==> config.mk <==
export PLATFORM = sky130hd
export DESIGN_NAME = cpu_id_scoreboard
export DESIGN_NICKNAME = d
export VERILOG_FILES = /design/src/rtl/cpu_defs.sv /design/src/rtl/cpu_sb_entry.sv /design/src/rtl/cpu_id_scoreboard.sv
export SDC_FILE = /design/constraint.sdc
export NUM_CORES = 1
export LEC_CHECK = 0
export BUFFER_PORTS_ARGS = -buffer_cell sky130_fd_sc_hd__buf_2
export CELL_PAD_IN_SITES_DETAIL_PLACEMENT = 0
export CELL_PAD_IN_SITES_GLOBAL_PLACEMENT = 1
export CORE_ASPECT_RATIO = 0.8
export CORE_UTILIZATION = 25
export CTS_CLUSTER_DIAMETER = 30
export DETAILED_ROUTE_END_ITERATION = 10
export PLACE_DENSITY = 0.51
export SYNTH_ARGS = -nofsm -noshare
export SYNTH_HDL_FRONTEND = slang
export SYNTH_SLANG_ARGS = --single-unit
==> constraint.sdc <==
create_clock -name clk -period 8.7 [get_ports clk]
set_clock_uncertainty 0.1 [all_clocks]
set_input_delay 0.435 -clock clk [delete_from_list [all_inputs] [get_ports clk]]
set_output_delay 0.435 -clock clk [all_outputs]
set_load 0.05 [all_outputs]
==> src/rtl/cpu_defs.sv <==
// Shared CPU decode-stage definitions: GPR addressing, scoreboard entry format
// and the source/destination match helper used by the hazard logic.
package cpu_defs;

    localparam int GPR_AW    = 5;
    localparam int GPR_NUM   = 32;
    localparam int LAT_W_DEF = 4;

    // Countdown storage covers the widest supported LAT_W; narrower configurations keep the top bits at zero.
    localparam int SB_CNT_W  = 8;

    typedef struct packed {
        logic                pending;
        logic                is_var;
        logic [SB_CNT_W-1:0] cnt;
    } sb_entry_t;

    localparam sb_entry_t SB_ENTRY_EMPTY = '{pending: 1'b0, is_var: 1'b0, cnt: '0};

    // A source only creates a dependency when it names a real register ($0 is hardwired zero).
    function automatic logic src_match(input logic [GPR_AW-1:0] src, input logic [GPR_AW-1:0] dst);
        return (src != '0) && (src == dst);
    endfunction

endpackage

==> src/rtl/cpu_sb_entry.sv <==
// One GPR scoreboard entry: pending flag with either a fixed-latency countdown
// or a wait for a variable-latency completion.
module cpu_sb_entry
    import cpu_defs::*;
#(
    parameter int LAT_W = LAT_W_DEF
) (
    input  logic             clk,
    input  logic             rst,
    input  logic             i_flush,
    input  logic             i_hold,
    input  logic             i_issue,
    input  logic [LAT_W-1:0] i_issue_lat,
    input  logic             i_cmpl_hit,
    output logic             o_pending
);

    sb_entry_t r_entry;
    sb_entry_t w_entry_nxt;

    always_comb begin
        // NOTE: the default assignment first keeps this block free of inferred latches.
        w_entry_nxt = r_entry;
        if (i_flush) begin
            w_entry_nxt = SB_ENTRY_EMPTY;
        end else if (i_issue) begin
            // A fresh writer overrides any expiry or completion landing in the same cycle.
            w_entry_nxt.pending = 1'b1;
            if (i_issue_lat != '0) begin
                w_entry_nxt.cnt    = SB_CNT_W'(i_issue_lat);
                w_entry_nxt.is_var = 1'b0;
            end else begin
                w_entry_nxt.is_var = 1'b1;
            end
        end else if (r_entry.pending) begin
            if (r_entry.is_var) begin
                if (i_cmpl_hit) begin
                    w_entry_nxt = SB_ENTRY_EMPTY;
                end
            end else if (!i_hold) begin
                if (r_entry.cnt <= SB_CNT_W'(1)) begin
                    w_entry_nxt = SB_ENTRY_EMPTY;
                end else begin
                    w_entry_nxt.cnt = r_entry.cnt - SB_CNT_W'(1);
                end
            end
        end
    end

    always_ff @(posedge clk) begin
        // NOTE: sequential state is updated with non-blocking assignments only.
        if (rst) begin
            r_entry <= SB_ENTRY_EMPTY;
        end else begin
            r_entry <= w_entry_nxt;
        end
    end

    assign o_pending = r_entry.pending;

endmodule

==> src/rtl/cpu_id_scoreboard.sv <==
// Decode-stage register scoreboard: in-order prefix acceptance of a decode
// bundle against pending GPR writers, with fixed and variable result latency.
module cpu_id_scoreboard
    import cpu_defs::*;
#(
    parameter int ISSUE_W = 2,
    parameter int LAT_W   = LAT_W_DEF
) (
    input  logic                              clk,
    input  logic                              rst,
    input  logic [ISSUE_W-1:0]                lane_valid,
    input  logic [ISSUE_W-1:0][GPR_AW-1:0]    lane_raddr1,
    input  logic [ISSUE_W-1:0][GPR_AW-1:0]    lane_raddr2,
    input  logic [ISSUE_W-1:0]                lane_we,
    input  logic [ISSUE_W-1:0][GPR_AW-1:0]    lane_waddr,
    input  logic [ISSUE_W-1:0][LAT_W-1:0]     lane_lat,
    input  logic                              hold,
    input  logic                              flush,
    input  logic                              cmpl_valid,
    input  logic [GPR_AW-1:0]                 cmpl_waddr,
    output logic [$clog2(ISSUE_W+1)-1:0]      issue_cnt,
    output logic                              stall_req,
    output logic [GPR_NUM-1:0]                busy
);

    localparam int CNT_W = $clog2(ISSUE_W+1);

    logic [GPR_NUM-1:0]              w_busy;
    logic [ISSUE_W-1:0]              w_lane_ok;
    logic [ISSUE_W-1:0]              w_accept;
    logic [CNT_W-1:0]                w_issue_cnt;
    logic                            w_stop;
    logic [GPR_NUM-1:1]              w_reg_issue;
    logic [GPR_NUM-1:1][LAT_W-1:0]   w_reg_lat;

    // A lane is clean when its sources are not pending and not written by an older lane of the same bundle.
    always_comb begin
        w_lane_ok = '0;
        for (int i = 0; i < ISSUE_W; i++) begin
            w_lane_ok[i] = lane_valid[i] && !w_busy[lane_raddr1[i]] && !w_busy[lane_raddr2[i]];
            for (int j = 0; j < i; j++) begin
                if (lane_we[j] && (src_match(lane_raddr1[i], lane_waddr[j]) ||
                                   src_match(lane_raddr2[i], lane_waddr[j]))) begin
                    w_lane_ok[i] = 1'b0;
                end
            end
        end
    end

    always_comb begin
        w_issue_cnt = '0;
        w_stop      = hold || flush;
        for (int i = 0; i < ISSUE_W; i++) begin
            if (!w_stop) begin
                if (w_lane_ok[i]) begin
                    w_issue_cnt = CNT_W'(i + 1);
                end else begin
                    w_stop = 1'b1;
                end
            end
        end
    end

    always_comb begin
        w_accept = '0;
        for (int i = 0; i < ISSUE_W; i++) begin
            w_accept[i] = (i < int'(w_issue_cnt));
        end
    end

    // Later lanes overwrite earlier ones, so the youngest accepted writer of a register sets its entry.
    always_comb begin
        w_reg_issue = '0;
        w_reg_lat   = '0;
        for (int r = 1; r < GPR_NUM; r++) begin
            for (int i = 0; i < ISSUE_W; i++) begin
                if (w_accept[i] && lane_we[i] && (lane_waddr[i] == GPR_AW'(r))) begin
                    w_reg_issue[r] = 1'b1;
                    w_reg_lat[r]   = lane_lat[i];
                end
            end
        end
    end

    assign w_busy[0] = 1'b0;

    for (genvar r = 1; r < GPR_NUM; r++) begin : g_gpr
        cpu_sb_entry #(
            .LAT_W (LAT_W)
        ) u_entry (
            .clk         (clk),
            .rst         (rst),
            .i_flush     (flush),
            .i_hold      (hold),
            .i_issue     (w_reg_issue[r]),
            .i_issue_lat (w_reg_lat[r]),
            .i_cmpl_hit  (cmpl_valid && (cmpl_waddr == GPR_AW'(r))),
            .o_pending   (w_busy[r])
        );
    end

    assign issue_cnt = w_issue_cnt;
    assign stall_req = lane_valid[0] && (w_issue_cnt == '0);
    assign busy      = w_busy;

endmodule

==> flow_metrics.env, run 1 <==
export IMPL_hold_violations=0
export IMPL_cts_clk_slew_worst_paths_ns=0.04
export IMPL_ys_types=88
export IMPL_grt_start_max_net_pins=128
export IMPL_p_sw_mw=1.37
export IMPL_grt_pass1_vias=25600
export IMPL_worstPathArrival_ns=4.78
export IMPL_layout_drive_gt1_share_pct=14.0
export IMPL_tns_ns=0
export IMPL_syn_area_mm2=0.0247
export IMPL_die_h_um=283
export IMPL_via_per_inst=5.78
export IMPL_synthXorXnorAreaFrac_pct=0.744
export IMPL_antenna_found_initial=9
export IMPL_dieArea_mm2=0.100
export IMPL_post_cts_buffers=0
export IMPL_clock_sinks=310
export IMPL_muxShareOfSynthArea_pct=7.92
export IMPL_synth_top_family_by_area="simple AND/OR/NAND/NOR gates"
export IMPL_numCtsBuffers=102
export IMPL_clock_path_buffers=3
export IMPL_initial_core_util_pct=25.4
export IMPL_ys_top_cells_by_area="dfxtp_1 25%, nor2_1 5.5%, nand2_1 5.1%"
export IMPL_grtUsageMet1_pct=34.6
export IMPL_cp_start_kind="register"
export IMPL_worstHoldPathType="in2reg"
export IMPL_insertion_delay_ns=0.68
export IMPL_cap_violations=0
export IMPL_io_buffers=85
export IMPL_setup_viol=0
export IMPL_area_growth_pct=20.0
export IMPL_pwr_share_clk_pct=67.8
export IMPL_drtAntennaViolNets=0
export IMPL_tightest_slew_ns=1.22
export IMPL_cellLeakagePower_nw=10.4
export IMPL_async_reset_ff_share_pct=0
export IMPL_ys_seq_area_share_pct=25.1
export IMPL_coreArea_mm2=0.0974
export IMPL_swShare_pct=24.9
export IMPL_syn_instance_count=3374
export IMPL_crit_required_ns=8.17
export IMPL_grt_met2_usage_pct=32.7
export IMPL_synth_fa_ha_area_share_pct=3.14
export IMPL_post_cts_resized=0
export IMPL_io_pins=87
export IMPL_status="finished, final reports clean"
export IMPL_root_buffer="clkbuf_16"
export IMPL_die_w_um=354
export IMPL_grt_met3_usage_pct=5.08
export IMPL_criticalPathCategory="reg2out"
export IMPL_drv_slew=0
export IMPL_synth_compound_gate_area_share_pct=23.8
export IMPL_cts_tree="done"
export IMPL_finalPower_mw=5.50
export IMPL_comb_power_share_pct=6.2
export IMPL_drc=0
export IMPL_critPathMaxFanout=61
export IMPL_top_usage_layer="met1"
export IMPL_yosys_area_share_simple_pct=32.7
export IMPL_fin_crit_sh_pct=61.1
export IMPL_vias=27500
export IMPL_synth_most_common_cell="nor2_1"
export IMPL_syn_num_nets=3488
export IMPL_dp_hpwl_um=83500
export IMPL_globalplace_congestion=0.930
export IMPL_synth_ff_type="dfxtp_1"
export IMPL_synth_top_area_share_pct=25.1
export IMPL_slew_headroom_pct=17.1
export IMPL_ys_top_cells_by_count="363 x nor2_1, 336 x nand2_1, 310 x dfxtp_1, 216 x a21oi_1, 207 x nor3_1"
export IMPL_final_net_count=3488
export IMPL_fin_hold_ws_ns=0.296
export IMPL_wl_per_cell_um=25.4
export IMPL_htreeDepth=3
export IMPL_rows=102
export IMPL_grt_ovfl_total=0
export IMPL_netlist_top_cell_by_area="dfxtp_1"
export IMPL_rsz0062_at_grt="no"
export IMPL_avgSynthCellArea_um2=7.33
export IMPL_internal_power_mw=4.13
export IMPL_routed_wl_um=121000
export IMPL_fin_crit_ns=5.31
export IMPL_p_per_area_mw_per_mm2=185
export IMPL_drt_iter0_drc=2832
export IMPL_yosys_register_bits=310
export IMPL_fmax_mhz=188
export IMPL_synth_enable_flop_cells=0
export IMPL_vdd_drop_max_v=0.000136
export IMPL_ctsHoldBuffers=0
export IMPL_power_frac_seq_pct=26.0
export IMPL_cp_end_kind="output port"
export IMPL_firstDrtPassIters=6
export IMPL_grt_pass1_wl_um=178000
export IMPL_yosysWarningCount=0
export IMPL_grt_use_total_pct=23.4
==> cell usage in the layout (no fill, tap or decap), drive strengths merged, types with 62 or more instances in the layout <==
cell type	Yosys	layout
dfxtp	310	310
clkbuf	152	158
o21ai	160	160
nor2	364	364
a31oi	128	128
nor3	209	209
mux2i	108	108
ha	62	62
a21oi	216	216
buf	105	153
nor4	124	124
nand2	336	336
nand4	74	74
and3	64	64
nand3	131	131
inv	99	100
==> flip-flops by register name (all words and copies together), names as in the netlist <==
signal	count
g_gpr.u_entry.r_entry	279
g_gpr.u_entry.o_pending	31
==> metrics by stage <==
stage,std cells,setup slack (ns),utilization (%),area [µm²]
2_1_floorplan,3374,4.89,-,24700
3_3_place_gp,4570,3.73,26.8,26100
3_5_place_dp,4570,3.57,26.8,26100
4_1_cts,4754,3.38,30.5,29700
5_1_grt,4754,3.23,30.5,29700
6_report,4757,3.39,30.5,29700
==> logic make-up (layout without fill, tap and decap cells) <==
family                     after synthesis  after routing
xor gates and xnor gates                21             21
other                                    1              4
muxes                                  172            172
buffers and inverters                  357            437
and+or+nand+nor                       1554           1554
AOI/OAI and AO/OA                      897            897
adders and majority gates               62             62
DFF                                    310            310
==> path summary, 6_finish.rpt <==
kind | from | slack, ns | endpoint | cells after the start
worst max-delay path | g_gpr[22].u_entry.o_pending | 3.39 | stall_req | 9
worst min-delay path | rst | 0.30 | g_gpr[17].u_entry.r_entry[3] | 4
worst max register to register | g_gpr[22].u_entry.o_pending | 3.71 | g_gpr[1].u_entry.r_entry[5] | 8
worst min register to register | g_gpr[11].u_entry.r_entry[3] | 0.37 | g_gpr[11].u_entry.r_entry[3] | 2
==> power groups by stage <==
stage	clock [mW]	sequential, mW	combinational [mW]
after global routing	3.89	1.43	0.348
after floorplan	0	1.45	0.180
final	3.73	1.43	0.342
after CTS	3.80	1.43	0.332
after detailed placement	0	1.45	0.331
after global placement	0	1.45	0.332
==> routing by layer <==
| layer | wire (µm) | vias up | part of all wire [%] |
|---|---|---|---|
| met5 | 8 | - | 0.0066 |
| met3 | 10600 | 235 | 8.8 |
| li1 | - | 12800 | - |
| met4 | 4040 | 2 | 3.3 |
| met1 | 57700 | 13300 | 48 |
| met2 | 48500 | 1188 | 40 |
==> worst max-delay path: stages, from the launching register on <==
cell     delay, ns
dfxtp_1       0.47
mux4_2        0.53
a22oi_1       0.27
o41ai_2       0.12
buf_4         0.24
nor3_2        0.17
buf_4         0.66
nand3_1       0.92
and2_1        0.48
buf_2         0.21
==> final cells by class <==
| type | instances | area [µm²] |
|---|---|---|
| flip-flops and latches | 310 | 6210 |
| multi-input cells | 2707 | 17000 |
| clock inverters | 26 | 382 |
| clock buffers | 158 | 3140 |
| well taps | 1300 | 1630 |
| fillers | 10500 | 67700 |
| diodes | 3 | 7.51 |
| inverters | 100 | 375 |
| repair buffers | 153 | 961 |
Power figures use the tool's default switching activity.
==> run 2: changes to the inputs <==
--- a/config.mk
+++ b/config.mk
@@ -12,7 +12,7 @@
 export CORE_UTILIZATION = 25
 export CTS_CLUSTER_DIAMETER = 30
 export DETAILED_ROUTE_END_ITERATION = 10
-export PLACE_DENSITY = 0.51
+export PLACE_DENSITY = 0.52
 export SYNTH_ARGS = -nofsm -noshare
 export SYNTH_HDL_FRONTEND = slang
 export SYNTH_SLANG_ARGS = --single-unit
==> constraint.sdc (replaced) <==
create_clock -name clk -period 4.5 [get_ports clk]
set_clock_uncertainty 0.1 [all_clocks]
set_input_delay 0.225 -clock clk [delete_from_list [all_inputs] [get_ports clk]]
set_output_delay 0.225 -clock clk [all_outputs]
set_load 0.05 [all_outputs]
==> run 2 against run 1 <==
  * First-iteration DRC count rose by 4.3%
  * Setup slack lost 3.0 ns
  * Combinational power rose by 100%
  * Non-clock buffer count rose by 128
  * Clock power increased by 87%
  * Via count is 2.0% higher
==> flow_metrics.env, run 2 (same netlist as run 1, synthesis figures left out) <==
export IMPL_firstDrtPassIters=6
export IMPL_regToRegSetupSlack_ns=0.36
export IMPL_crit_required_ns=4.18
export IMPL_wl_per_cell_um=25.3
export IMPL_cp_num_cells=11
export IMPL_worstHoldPathType="in2reg"
export IMPL_critPathMaxFanout=31
export IMPL_r2r_end="g_gpr[11].u_entry.r_entry[7]"
export IMPL_regMostFlops="g_gpr.u_entry.r_entry"
export IMPL_via_per_inst=5.76
export IMPL_antenna_cells=0
export IMPL_r2r_start="g_gpr[11].u_entry.o_pending"
export IMPL_die_h_um=283
export IMPL_whs_endpoint="g_gpr[3].u_entry.o_pending"
export IMPL_vdd_drop_max_v=0.000270
export IMPL_rows=102
export IMPL_setup_ws_ns=0.348
export IMPL_drv_slew=0
export IMPL_drt_iter0_drc=2955
export IMPL_insertion_delay_ns=0.68
export IMPL_cts_tree="done"
export IMPL_fin_crit_ns=4.15
export IMPL_post_cts_buffers=0
export IMPL_tns_ns=0
export IMPL_layout_commonest_cell="nor2_1"
export IMPL_grt_pass1_wl_um=180000
export IMPL_cp_start_kind="register"
export IMPL_hold_violations=0
export IMPL_cap_violations=0
export IMPL_crit_path_frequent_cell="buf_4"
export IMPL_dp_hpwl_um=90000
export IMPL_tightest_slew_ns=1.05
export IMPL_die_w_um=354
export IMPL_initial_core_util_pct=25.4
export IMPL_cts_clk_slew_worst_paths_ns=0.04
export IMPL_finalPower_mw=10.4
export IMPL_n_fill_cell=10500
export IMPL_rsz0062_at_grt="no"
export IMPL_routed_wl_um=123000
export IMPL_layout_drive_gt1_share_pct=16.9
export IMPL_cellLeakagePower_nw=11.0
export IMPL_status="finished, final reports clean"
export IMPL_largest_reg_flops=279
export IMPL_io_pins=87
export IMPL_grt_ovfl_total=0
export IMPL_criticalPathCategory="reg2out"
export IMPL_root_buffer="clkbuf_16"
export IMPL_final_cell_mix="362 x nor2_1, 335 x nand2_1, 310 x dfxtp_1, 216 x a21oi_1, 206 x nor3_1"
export IMPL_worstPathArrival_ns=3.83
export IMPL_path_buf_inv=5
export IMPL_htreeDepth=3
export IMPL_slowest_delay_ns=0.46
export IMPL_grt_start_max_net_pins=95
export IMPL_place_ws_ns=0.403
export IMPL_grt_pass1_vias=25800
export IMPL_antenna_found_initial=10
export IMPL_clock_path_buffers=3
export IMPL_crit_slowest_cell="mux4_2"
export IMPL_globalplace_congestion=0.972
export IMPL_coreArea_mm2=0.0974
export IMPL_drtAntennaViolNets=0
export IMPL_reg2regPathDepth=8
export IMPL_hp_start="cmpl_waddr[3]"
export IMPL_clock_sinks=310
export IMPL_dieArea_mm2=0.100
export IMPL_fin_crit_sh_pct=92.3
export IMPL_holdPathStages=4
export IMPL_io_buffers=85
export IMPL_numCtsBuffers=99
export IMPL_area_growth_pct=23.5
export IMPL_vias=28100
export IMPL_cpLargestDelayFamily="buffers and inverters"
export IMPL_drc=0
export IMPL_final_net_count=3613
export IMPL_grt_use_total_pct=23.8
export IMPL_slew_headroom_pct=30.1
export IMPL_p_per_area_mw_per_mm2=342
export IMPL_setup_viol=0
export IMPL_fmax_mhz=241
export IMPL_cp_end_kind="output port"
export IMPL_path_cells="buf_4, mux4_2, a22oi_1, o41ai_2, buf_4, nor3_2, buf_4, nand3_1, buf_4, and2_1, buf_2"
[run 2: cell types whose count changed in the layout (fill, tap and decap cells not counted), moves of 3 or more]
cell and delta:
buf_12 +5, buf_4 +120, clkbuf_8 -6, clkinv_2 +4, diode_2 -3, dlygate4sd3_1 +3
[run 2: tightest hold or removal path, cell delays in order]
cell    delay (ns)
buf_2         0.23
nor4_1        0.10
nor2_1        0.11
o31a_1        0.12
[run 2: repair_timing]
item,in CTS,in global routing
gates resized for setup,0,0
hold buffers,3,0
hold endpoints to repair,12,0
[run 2: layer usage]
layer / global-route usage [%] / vias to the layer above / wire [µm]
met5: 0 / - / 7
met4: 7.69 / 2 / 3920
met3: 6.04 / 221 / 11400
met2: 33.0 / 1197 / 48700
met1: 35.1 / 13600 / 59300
li1: - / 13000 / -
[run 2: worst max-delay path by stage]
stage,from,endpoint,slack (ns)
floorplan,lane_raddr2[1],issue_cnt[0],1.11
global placement,lane_valid[0],g_gpr[3].u_entry.r_entry[7],0.24
detailed placement,flush,g_gpr[3].u_entry.r_entry[7],0.40
CTS,g_gpr[18].u_entry.o_pending,issue_cnt[0],0.36
global route,g_gpr[13].u_entry.o_pending,g_gpr[14].u_entry.r_entry[7],0.19
finish,g_gpr[18].u_entry.o_pending,stall_req,0.35
[run 2: final cells by class]
cell class                 instances  area (µm²)  share of cell area, %
clock buffer                     148        3000                   9.83
multi-input combinational       2707       17000                   55.6
inverter                         100         375                   1.23
sequential                       310        6210                   20.3
tap                             1300        1630                   5.32
clock inverter                    29         358                   1.17
timing repair buffer             281        1990                   6.52
[run 2: where the power goes]
part	total, mW	switching [mW]	internal (mW)
logic	0.697	0.548	0.149
clock network	6.98	2.06	4.91
registers	2.76	0.00150	2.76
total	10.4	2.61	7.82
[run 2: metrics by stage]
step	std cells	util [%]	cell area, µm²	hold WS [ns]
finish	4875	31.4	30600	0.0437
detailed placement	4695	27.9	27200	0.363
global route	4875	31.4	30600	0.0552
CTS	4875	31.4	30500	0.00859
global placement	4695	27.9	27200	0.355
floorplan	3374	-	24700	0.335
==> run 3: changes to the inputs <==
--- a/config.mk
+++ b/config.mk
@@ -12,7 +12,7 @@
 export CORE_UTILIZATION = 25
 export CTS_CLUSTER_DIAMETER = 30
 export DETAILED_ROUTE_END_ITERATION = 10
-export PLACE_DENSITY = 0.52
+export PLACE_DENSITY = 0.51
 export SYNTH_ARGS = -nofsm -noshare
 export SYNTH_HDL_FRONTEND = slang
 export SYNTH_SLANG_ARGS = --single-unit
==> constraint.sdc (replaced) <==
create_clock -name clk -period 5.23 [get_ports clk]
set_clock_uncertainty 0.1 [all_clocks]
set_input_delay 0.2615 -clock clk [delete_from_list [all_inputs] [get_ports clk]]
set_output_delay 0.2615 -clock clk [all_outputs]
set_load 0.05 [all_outputs]
==> run 3 against run 2 <==
  * Final area shrank 0.16%
  * Non-clock buffer count shrank 67
  * Global-route usage grew 0.39 points
  * Critical path type unchanged
  * Utilization shrank 0.051 points
  * Setup slack gained 0.25 ns
  * Total power shrank 7.7%
  * Combinational power shrank 14%
  * Clock power shrank 4.6%
  * Die area is the same
  * Critical path depth shrank 2
  * Clock-buffer cell count grew 22
  * Flip-flop and latch count is the same
==> flow_metrics.env, run 3 (same netlist as run 1, synthesis figures left out) <==
export IMPL_status="finished, final reports clean"
export IMPL_dpl_cell_area_mm2=0.0267
export IMPL_grt_met3_usage_pct=5.93
export IMPL_postLayoutCoreUtil_pct=31.3
export IMPL_htreeDepth=3
export IMPL_io_pins=87
export IMPL_grt_pass1_vias=25600
export IMPL_grt_use_total_pct=24.2
export IMPL_rows=102
export IMPL_finalPower_mw=9.63
export IMPL_n_fill_cell=10400
export IMPL_dp_hpwl_um=89300
export IMPL_die_w_um=354
export IMPL_cts_tree="done"
export IMPL_grt_pass1_wl_um=182000
export IMPL_routed_wl_um=125000
export IMPL_crit_path_start="g_gpr[14].u_entry.o_pending"
export IMPL_grt_ovfl_total=0
export IMPL_worstPathArrival_ns=4.27
export IMPL_layout_drive_gt1_share_pct=15.5
export IMPL_drv_slew=0
export IMPL_crit_required_ns=4.87
export IMPL_grt_start_max_net_pins=81
export IMPL_drtAntennaViolNets=0
export IMPL_fmax_mhz=216
export IMPL_antenna_found_initial=12
export IMPL_tightest_slew_ns=1.20
export IMPL_multi_input_area_mm2=0.0170
export IMPL_cp_num_cells=9
export IMPL_globalplace_congestion=0.932
export IMPL_numCtsBuffers=109
export IMPL_dieArea_mm2=0.100
export IMPL_layoutNonFillerInstCount=4834
export IMPL_wl_per_cell_um=25.8
export IMPL_layout_commonest_cell="nor2_1"
export IMPL_path_cells="mux4_2, a22oi_1, o211ai_1, a211oi_4, buf_12, nand3_1, buf_4, nor2b_1, buf_2"
export IMPL_die_h_um=283
export IMPL_r2r_end="g_gpr[30].u_entry.r_entry[2]"
export IMPL_cellLeakagePower_nw=10.9
export IMPL_cp_end_kind="output port"
export IMPL_slew_headroom_pct=20.1
export IMPL_setup_ws_ns=0.594
export IMPL_endpoint="issue_cnt[0]"
export IMPL_post_cts_resized=0
export IMPL_seq_area_mm2=0.00621
export IMPL_r2r_start="g_gpr[22].u_entry.o_pending"
export IMPL_slowest_delay_ns=0.56
export IMPL_criticalPathCategory="reg2out"
export IMPL_place_inst=4628
export IMPL_final_net_count=3556
export IMPL_ctsHoldBuffers=3
export IMPL_path_buf_inv=3
export IMPL_critPathMaxFanout=58
export IMPL_cts_clk_slew_worst_paths_ns=0.04
export IMPL_insertion_delay_ns=0.71
export IMPL_tns_ns=0
export IMPL_io_buffers=85
export IMPL_crit_slowest_cell="nand3_1"
export IMPL_cpLargestDelayFamily="buffers and inverters"
export IMPL_fin_hold_ws_ns=0.0101
export IMPL_rsz0062_at_grt="no"
export IMPL_clock_path_buffers=3
export IMPL_area_growth_pct=23.3
export IMPL_setup_viol=0
export IMPL_vias=27800
export IMPL_cp_start_kind="register"
export IMPL_fin_area_mm2=0.0305
export IMPL_regToRegSetupSlack_ns=0.73
export IMPL_drt_iter0_drc=3282
export IMPL_fin_crit_ns=4.64
export IMPL_hold_violations=0
export IMPL_cap_violations=0
export IMPL_regMostFlops="g_gpr.u_entry.r_entry"
export IMPL_largest_reg_flops=279
export IMPL_p_per_area_mw_per_mm2=316
export IMPL_grtUsageMet1_pct=35.5
export IMPL_drc=0
export IMPL_fin_crit_sh_pct=88.6
export IMPL_clock_sinks=310
export IMPL_vdd_drop_max_v=0.000275
export IMPL_grt_met2_usage_pct=33.7
export IMPL_place_ws_ns=0.873
export IMPL_root_buffer="clkbuf_16"
export IMPL_firstDrtPassIters=7
export IMPL_coreArea_mm2=0.0974
export IMPL_post_cts_buffers=0
export IMPL_initial_core_util_pct=25.4
export IMPL_top_usage_layer="met1"
export IMPL_reg2regPathDepth=10
export IMPL_final_cell_mix="362 x nor2_1, 335 x nand2_1, 310 x dfxtp_1, 216 x a21oi_1, 206 x nor3_1"
export IMPL_via_per_inst=5.76
export IMPL_worstHoldPathType="in2reg"
-- run 3: cell count changes in the layout (fill, tap and decap cells not counted), moves of 2 or more --
| cell | previous run | this run |
|---|---|---|
| buf_4 | 186 | 116 |
| clkbuf_1 | 17 | 25 |
| clkbuf_16 | 101 | 109 |
| clkbuf_8 | 30 | 36 |
| clkinv_2 | 18 | 12 |
| diode_2 | 0 | 5 |
| buf_12 | 7 | 10 |
| bufinv_16 | 7 | 9 |
| clkinv_16 | 0 | 2 |
| clkinv_8 | 0 | 2 |
-- run 3: area by class of cell --
class                           count  area share, %
Antenna cell                        5         0.0410
Clock buffer                      170           10.9
Clock inverter                     28           1.55
Inverter                          100           1.23
Multi-Input combinational cell   2707           55.6
Sequential cell                   310           20.3
Tap cell                         1300           5.33
Timing Repair Buffer              214           5.00
-- run 3: worst min-delay path by stage --
stage | startpoint | end | slack, ns | depth (start not counted)
finish | lane_lat[6] | g_gpr[13].u_entry.r_entry[2] | 0.01 | 3
global route | flush | g_gpr[17].u_entry.r_entry[3] | 0.03 | 3
CTS | lane_lat[6] | g_gpr[13].u_entry.r_entry[2] | 0.0005 | 3
detailed placement | g_gpr[28].u_entry.r_entry[3] | g_gpr[28].u_entry.r_entry[3] | 0.36 | 2
global placement | g_gpr[28].u_entry.r_entry[3] | g_gpr[28].u_entry.r_entry[3] | 0.35 | 2
floorplan | g_gpr[28].u_entry.r_entry[3] | g_gpr[28].u_entry.r_entry[3] | 0.34 | 2
-- run 3: worst min-delay path: stages --
cell	delay [ns]
buf_2	0.22
mux2i_1	0.18
o2bb2ai_1	0.07
-- run 3: power by group --
group	switching [mW]	internal (mW)	total (mW)
registers	0.00128	2.38	2.38
logic	0.478	0.124	0.602
clock network	1.94	4.72	6.66
total	2.42	7.22	9.63
-- run 3: metal layers --
metal / wire length [µm] / vias to the layer above
li1: - / 12900
met1: 59800 / 13500
met2: 49700 / 1231
met3: 11400 / 240
met4: 4020 / 8
met5: 55 / -
